$ cat src/rtl/apb4_reg_slave.sv
// apb4_reg_slave: APB4 completer with a register bank, programmable wait states, byte strobes and error response
module apb4_reg_slave #(
  parameter int ADDR_WIDTH = 32,
  parameter int DATA_WIDTH = 32,
  parameter int STRB_WIDTH = DATA_WIDTH / 8,
  parameter int NUM_REGS = 16,
  parameter int WAIT_STATES = 1,
  parameter logic [31:0] ID_VALUE = 32'hA9B4_0001
) (
  input  logic                           pclk,
  input  logic                           preset,
  input  logic [ADDR_WIDTH-1:0]          paddr,
  input  logic                           psel,
  input  logic                           penable,
  input  logic                           pwrite,
  input  logic [DATA_WIDTH-1:0]          pwdata,
  input  logic [STRB_WIDTH-1:0]          pstrb,
  output logic [DATA_WIDTH-1:0]          prdata,
  output logic                           pready,
  output logic                           pslverr,
  output logic [NUM_REGS*DATA_WIDTH-1:0] reg_q,
  output logic                           wr_pulse,
  output logic [$clog2(NUM_REGS)-1:0]    wr_index
);
  localparam int LSB = $clog2(STRB_WIDTH);
  localparam int IW = $clog2(NUM_REGS);
  localparam logic [ADDR_WIDTH-1:0] ALIGN = ADDR_WIDTH'((1 << LSB) - 1);
  typedef enum logic [1:0] {IDLE, WAIT, DONE} state_t;
  state_t state, nxt;
  logic [2:0] cnt, cnt_nxt;
  logic [IW-1:0] idx, cur_idx;
  logic wr, err, cur_wr, cur_err, a_err, setup, commit;
  logic [DATA_WIDTH-1:0] regs [NUM_REGS];
  assign setup = psel && !penable;
  assign a_err = (|(paddr & ALIGN)) || (|(paddr >> (LSB + IW))) || (pwrite && paddr[LSB +: IW] == '0);
  // with zero wait states the transfer completes before the setup sample is latched
  assign cur_idx = state == IDLE ? paddr[LSB +: IW] : idx;
  assign cur_wr = state == IDLE ? pwrite : wr;
  assign cur_err = state == IDLE ? a_err : err;
  assign commit = state == DONE && wr && !err;
  always_comb begin
    nxt = state;
    cnt_nxt = cnt;
    case (state)
      IDLE: if (setup) begin
        cnt_nxt = 3'(WAIT_STATES);
        nxt = WAIT_STATES == 0 ? DONE : WAIT;
      end
      WAIT: begin
        cnt_nxt = cnt - 3'd1;
        nxt = !psel ? IDLE : cnt == 3'd1 ? DONE : WAIT;
      end
      default: nxt = IDLE;
    endcase
  end
  always_ff @(posedge pclk) begin
    if (preset) begin
      state <= IDLE;
      cnt <= '0;
      idx <= '0;
      wr <= 1'b0;
      err <= 1'b0;
      prdata <= '0;
      pready <= 1'b0;
      pslverr <= 1'b0;
      wr_pulse <= 1'b0;
      wr_index <= '0;
      for (int i = 0; i < NUM_REGS; i++) regs[i] <= i == 0 ? DATA_WIDTH'(ID_VALUE) : '0;
    end else begin
      state <= nxt;
      cnt <= cnt_nxt;
      if (state == IDLE && setup) begin
        idx <= paddr[LSB +: IW];
        wr <= pwrite;
        err <= a_err;
      end
      pready <= nxt == DONE;
      pslverr <= nxt == DONE && cur_err;
      prdata <= nxt == DONE && !cur_wr && !cur_err ? regs[cur_idx] : '0;
      wr_pulse <= commit;
      if (commit) begin
        wr_index <= idx;
        for (int b = 0; b < STRB_WIDTH; b++)
          if (pstrb[b]) regs[idx][8*b +: 8] <= pwdata[8*b +: 8];
      end
    end
  end
  for (genvar i = 0; i < NUM_REGS; i++) assign reg_q[i*DATA_WIDTH +: DATA_WIDTH] = regs[i];
endmodule

$ cat config.mk
export PLATFORM = sky130hd
export DESIGN_NAME = apb4_reg_slave
export DESIGN_NICKNAME = d
export VERILOG_FILES = /design/src/rtl/apb4_reg_slave.sv
export SDC_FILE = /design/constraint.sdc
export NUM_CORES = 1
export LEC_CHECK = 0
export CAP_MARGIN = 0
export CORE_AREA = 5 5 237 239
export CTS_CLUSTER_DIAMETER = 120
export DETAILED_ROUTE_END_ITERATION = 8
export DIE_AREA = 0 0 242 244
export PLACE_DENSITY_LB_ADDON = 0.08
export SLEW_MARGIN = 30
export SYNTH_ARGS = -nofsm -noshare
export SYNTH_HDL_FRONTEND = slang
export SYNTH_SLANG_ARGS = --single-unit
$ cat constraint.sdc
create_clock -name pclk -period 7.2 [get_ports pclk]
set_clock_uncertainty 0.2 [all_clocks]
set_input_delay 1.8 -clock pclk [delete_from_list [all_inputs] [get_ports pclk]]
set_output_delay 1.8 -clock pclk [all_outputs]
set_load 0.005 [all_outputs]
==> results of run 1 <==
## cell usage after synthesis, types with 2 or more instances
| master | number |
|---|---|
| mux2i_1 | 33 |
| ha_1 | 2 |
| mux2_2 | 2 |
| clkbuf_1 | 70 |
| and2_1 | 504 |
| a31oi_1 | 3 |
| dfxtp_1 | 50 |
| or2_1 | 11 |
| or3_1 | 9 |
| a222oi_1 | 9 |
| nand3_1 | 63 |
| nand2b_1 | 3 |
| a21oi_1 | 85 |
| or2_2 | 54 |
| nor2_1 | 91 |
| a221oi_1 | 32 |
| buf_2 | 45 |
| buf_6 | 14 |
| inv_1 | 4 |
| nor4_1 | 9 |
| edfxtp_1 | 512 |
| and3_1 | 2 |
| nand2_1 | 334 |
| nor2b_1 | 5 |
| o22ai_1 | 64 |
| nor2_2 | 18 |
| buf_4 | 12 |
| nand4_1 | 25 |
| nor3_1 | 6 |
| a311oi_1 | 41 |
| a32oi_1 | 23 |
## area by class of cell
| type | instances | area, µm² | area share [%] |
|---|---|---|---|
| multi-input cells | 1444 | 8380 | 24.7 |
| clock inverters | 20 | 161 | 0.475 |
| inverters | 4 | 15.0 | 0.0442 |
| repair buffers | 646 | 6470 | 19.1 |
| flip-flops and latches | 562 | 16400 | 48.2 |
| clock buffers | 90 | 1690 | 4.98 |
| well taps | 696 | 871 | 2.56 |
| diodes | 1 | 2.50 | 0.00737 |
## state kept, by name (all words and copies together) (netlist names), 2 cells and up
name	flops
state	2
cnt	3
prdata	32
regs	512
idx	4
wr_index	4
## final timing paths
kind	startpoint	to	slack (ps)	cells after the start
setup / recovery	preset	regs[13][12]$_SDFFCE_PN0P_	2700	5
hold / removal	wr$_SDFFE_PP0P_	wr$_SDFFE_PP0P_	290	2
setup reg to reg	state[1]$_SDFF_PP0_	prdata[0]$_SDFF_PP0_	3320	8
hold reg to reg	wr$_SDFFE_PP0P_	wr$_SDFFE_PP0P_	290	2
## power by group through the flow
stage               combinational [mW]  clock, mW  sequential, mW
CTS                              0.763       2.97            3.77
global placement                 0.749          0            3.84
global route                     0.809       3.11            3.77
detailed placement               0.759          0            3.83
finish                           0.772       2.96            3.77
floorplan                        0.327          0            3.78
## per-layer routing
metal	part of all wire [%]	global-route usage [%]	vias to the layer above
li1	-	-	8816
met4	5.7	15.2	0
met1	34	38.7	10100
met3	9.7	7.65	271
met2	51	59.8	1474
met5	0	0	-
## worst max-delay path: cells and delay by family
family | cells | cell delay, ps
buffers and inverters | 1 | 360
AND/OR/NAND/NOR | 4 | 2400
## cells by family (layout without fill, tap and decap cells)
logic type,count (synthesis),after routing
adders and majority gates,2,2
AOI/OAI and AO/OA,264,264
xor gates and xnor gates,1,1
muxes,36,36
DFF,562,562
other,0,1
buffers and inverters,146,760
and+or+nand+nor,1141,1141
## metrics by stage
step	power, mW	std cells	area, µm²	hold WS, ps
4_1_cts	7.50	3461	33900	278
5_1_grt	7.69	3462	34000	293
2_1_floorplan	4.11	2152	25400	245
3_3_place_gp	4.58	3351	32100	266
6_report	7.50	3463	34000	288
3_5_place_dp	4.59	3351	32100	268
## layout by cell type (no fill, tap or decap), drive strengths merged, types with 2 or more instances in the layout
cell / Yosys / final
nand4: 25 / 25
and2: 504 / 504
nor2: 109 / 109
nand3: 63 / 63
nand2: 335 / 335
clkinv: 0 / 14
bufinv: 0 / 2
a222oi: 9 / 9
a221oi: 32 / 32
mux2: 2 / 2
clkinvlp: 0 / 2
nor3b: 2 / 2
nand2b: 3 / 3
and3: 2 / 2
nor2b: 5 / 5
clkbuf: 70 / 90
dfxtp: 50 / 50
o22ai: 64 / 64
a31oi: 5 / 5
or2: 65 / 65
edfxtp: 512 / 512
or3: 9 / 9
inv: 4 / 6
mux2i: 34 / 34
ha: 2 / 2
a21oi: 85 / 85
nor4: 9 / 9
nor3: 6 / 6
buf: 72 / 24
a311oi: 41 / 41
a32oi: 23 / 23
clkdlybuf4s50: 0 / 622
==> flow_summary.json, run 1 <==
{
  "start_util_pct": 47.4,
  "synth_fa_ha_area_share_pct": 0.0985,
  "fmax_mhz": 222,
  "ant_nets": 0,
  "nFillCells": 4325,
  "hpwl_mm": 77.9,
  "path_max_fanout": 32,
  "drtPass1Iterations": 8,
  "synth_top_area_share_pct": 60.5,
  "nets": 2792,
  "grt_setup_unrepaired": "no",
  "critPathKind": "input pin to register",
  "cp.required_ps": 7300,
  "clk_pin_slew_ps": 60,
  "cp-start-kind": "input pin",
  "drtIter0Drc": 2338,
  "critPathMaxStageDelay_ps": 790,
  "finalHoldViolations": 0,
  "muxShareOfSynthArea_pct": 1.48,
  "drcViolationCount": 0,
  "ys_warn_count": 0,
  "ctsHoldBuffers": 0,
  "synth.distinct_cells": 48,
  "layout_min_cycle_time_ps": 4500,
  "worst_pin_slew_ps": 1010,
  "drt-total-wl_mm": 104,
  "netlist_area_mm2": 0.0254,
  "synth_cells": 2152,
  "status": "completed",
  "clock_path_buffers": 3,
  "final.setup.tns_ps": 0,
  "grt_pass1_vias": 20300,
  "p_switching_mw": 1.84,
  "synth_nets": 2227,
  "yosysTopAreaCell": "edfxtp_1",
  "ir_drop_mv": 0.177,
  "cts_setup_buffers": 0,
  "cts_tree": "yes",
  "gr-total-overflow": 0,
  "numCtsBuffers": 59,
  "place.gp.congestion": 0.959,
  "antenna_found_initial": 1,
  "synthTopCellsByArea": "edfxtp_1 (61%), and2_1 (12%), nand2_1 (4.9%)",
  "setup.worst_path.end_class": "register",
  "clkLatencyLatePin_ps": 620,
  "chipHeight_um": 244,
  "slew_headroom_pct": 32.7,
  "p_seq_share_pct": 50.2,
  "grt_max_degree": 138,
  "pre_cts_slack_ps": 2150,
  "die_x_um": 242,
  "coreArea_mm2": 0.0536,
  "internal_power_mw": 5.66,
  "synth_compound_area_share_pct": 7.33,
  "postSynthAreaPerCell_um2": 11.8,
  "drt-wirelength-per-cell_um": 29.9,
  "finish.utilization_pct": 63.4,
  "synth_simple_gate_area_share_pct": 23.6,
  "synth_edf_count": 512,
  "finalCritPeriodShare_pct": 62.5,
  "vias": 20600,
  "crit_path_top_delay_cell": "nand2_1",
  "maxCapViolations": 0,
  "syn_to_final_growth_pct": 33.7,
  "swShare_pct": 24.6,
  "cts_root_buf": "clkbuf_16",
  "htreeDepth": 2,
  "setup_viol": 0,
  "io_buffers": 623,
  "rows": 85,
  "synth-seq-cells": 562,
  "synth_ff_type": "edfxtp_1",
  "slew_viol_final": 0,
  "die_area_mm2": 0.0590,
  "synth_top_family_by_area": "simple AND/OR/NAND/NOR gates",
  "grt_pass1_wl_mm": 146,
  "cts_resized": 0,
  "path_cells": "buf_2, nor2b_1, nand2_1, nor2_1, or2_2",
  "drive_gt1_share_pct": 7.12,
  "setup_ws_ps": 2700,
  "comb_power_share_pct": 10.3,
  "hold_path_class": "register to register",
  "async_flop_share_pct": 0,
  "power_leakage_nw": 12.2,
  "yosysSeqAreaShare_pct": 64.4,
  "arrival_ps": 4600,
  "power_per_cell_area_mw_per_mm2": 221,
  "io_pins": 624,
  "synth_xor_area_share_pct": 0.0345,
  "cts_sinks": 562,
  "p_clk_share_pct": 39.5,
  "detail_route.vias_per_cell": 5.96,
  "grt_use_total_pct": 33.6
}
No activity file was read; power rests on OpenSTA's default activity.
==> run 2, diff against run 1 <==
--- a/config.mk
+++ b/config.mk
@@ -6,10 +6,10 @@
 export NUM_CORES = 1
 export LEC_CHECK = 0
 export CAP_MARGIN = 0
-export CORE_AREA = 5 5 237 239
+export CORE_MARGIN = 5
+export CORE_UTILIZATION = 45
 export CTS_CLUSTER_DIAMETER = 120
 export DETAILED_ROUTE_END_ITERATION = 8
-export DIE_AREA = 0 0 242 244
 export PLACE_DENSITY_LB_ADDON = 0.08
 export SLEW_MARGIN = 30
 export SYNTH_ARGS = -nofsm -noshare
==> constraint.sdc (replaced) <==
create_clock -name pclk -period 3.75 [get_ports pclk]
set_clock_uncertainty 0.2 [all_clocks]
set_input_delay 0.9375 -clock pclk [delete_from_list [all_inputs] [get_ports pclk]]
set_output_delay 0.9375 -clock pclk [all_outputs]
set_load 0.005 [all_outputs]
==> flow_summary.json, run 2 (same netlist as run 1, synthesis figures left out) <==
{
  "largest_reg_flops": 512,
  "cts_tree": "yes",
  "layout_min_cycle_time_ps": 3250,
  "cts_root_buf": "clkbuf_16",
  "cts_resized": 0,
  "rows": 87,
  "cts_setup_buffers": 0,
  "power_leakage_nw": 12.6,
  "syn_to_final_growth_pct": 36.6,
  "clock_path_buffers": 3,
  "diodes": 0,
  "place_area_mm2": 0.0328,
  "critPathLaunch": "paddr[2]",
  "reg_top3": "regs (512), prdata (32)",
  "grt_pass1_wl_mm": 142,
  "slew_headroom_pct": 32.7,
  "cts_sinks": 562,
  "fin_hold_ws_ps": 293,
  "finalHoldViolations": 0,
  "finalInstanceArea_mm2": 0.0347,
  "clkLatencyLatePin_ps": 620,
  "antenna_found_initial": 0,
  "regMostFlops": "regs",
  "coreArea_mm2": 0.0562,
  "hold_path_class": "register to register",
  "layout_commonest_cell": "clkdlybuf4s50_1",
  "hp-start": "wr$_SDFFE_PP0P_",
  "vias": 20400,
  "ir_drop_mv": 0.392,
  "cp.required_ps": 4110,
  "drcViolationCount": 0,
  "cp-start-kind": "input pin",
  "grt_max_degree": 78,
  "place.gp.congestion": 0.952,
  "clk_pin_slew_ps": 70,
  "status": "completed",
  "nets": 2851,
  "whs_path_depth": 2,
  "finalCritPeriodShare_pct": 86.7,
  "final_cell_mix": "clkdlybuf4s50_1 (622), edfxtp_1 (512), and2_1 (504)",
  "die_area_mm2": 0.0613,
  "critPathKind": "input pin to register",
  "path_max_fanout": 23,
  "ant_nets": 0,
  "ctsHoldBuffers": 0,
  "reg2reg_from": "idx[0]$_SDFFE_PP0P_",
  "grt_use_total_pct": 32.0,
  "hpwl_mm": 78.4,
  "detail_route.vias_per_cell": 5.70,
  "setup.worst_path.end_class": "register",
  "r2r_cells": 5,
  "numCtsBuffers": 57,
  "chipHeight_um": 248,
  "io_pins": 624,
  "power_per_cell_area_mw_per_mm2": 421,
  "fmax_mhz": 307,
  "slew_viol_final": 0,
  "io_buffers": 623,
  "arrival_ps": 3610,
  "die_x_um": 248,
  "grt_pass1_vias": 20600,
  "gr-total-overflow": 0,
  "drtPass1Iterations": 7,
  "worst_pin_slew_ps": 1010,
  "grt_setup_unrepaired": "no",
  "setup_viol": 0,
  "htreeDepth": 2,
  "drive_gt1_share_pct": 9.18,
  "start_util_pct": 45.2,
  "drtIter0Drc": 2197,
  "drt-total-wl_mm": 102,
  "power.total_mw": 14.6,
  "maxCapViolations": 0,
  "drt-wirelength-per-cell_um": 28.4
}
==> run 2: cell count changes in the layout (fill, tap and decap cells not counted), moves of 2 or more <==
cell and change:
clkbuf_1 -9, buf_4 +48, clkinv_2 -3, clkbuf_8 +3
clkinv_1 +2, buf_12 +14
==> run 2: report_power, final <==
group	internal, mW	switching, mW
logic	0.693	0.891
registers	7.01	0.198
clock network	3.37	2.43
total	11.1	3.51
==> run 2: routing by layer <==
layer	wire [µm]	share of wire (%)	GRT usage, %	vias up
met5	0	0	0	-
met4	5360	5.3	14.6	0
met2	52400	52	57.3	1124
li1	-	-	-	8947
met3	9210	9.1	7.50	234
met1	34700	34	36.3	10100
==> run 2: area by class of cell <==
| cell class | count | area [µm²] |
|---|---|---|
| Inverter | 4 | 15.0 |
| Multi-Input combinational cell | 1444 | 8370 |
| Tap cell | 756 | 946 |
| Timing Repair Buffer | 707 | 7090 |
| Clock inverter | 20 | 181 |
| Fill cell | 4575 | 21500 |
| Clock buffer | 85 | 1730 |
| Sequential cell | 562 | 16400 |
==> run 2: path summary, 6_finish.rpt <==
path,endpoint,slack (ps)
min,wr$_SDFFE_PP0P_,290
max,prdata[21]$_SDFF_PP0_,500
max reg2reg,regs[7][29]$_SDFFCE_PN0P_,500
min reg2reg,wr$_SDFFE_PP0P_,290
==> run 2: per-stage QoR <==
stage               setup slack [ps]  TNS [ps]  utilization, %  instances
floorplan                       1090         0               -       2152
global placement               -52.5     -54.8            58.4       3473
detailed placement             -65.1     -65.1            58.4       3473
CTS                              601         0            61.8       3578
global route                     403         0            61.8       3578
finish                           498         0            61.8       3578
==> run 2: critical path, cell delays in order <==
cell	delay [ps]
clkdlybuf4s50_1	550
buf_4	230
mux2i_4	270
buf_12	240
buf_4	210
mux2i_1	90
a222oi_1	750
a311oi_1	210
nor2_1	110
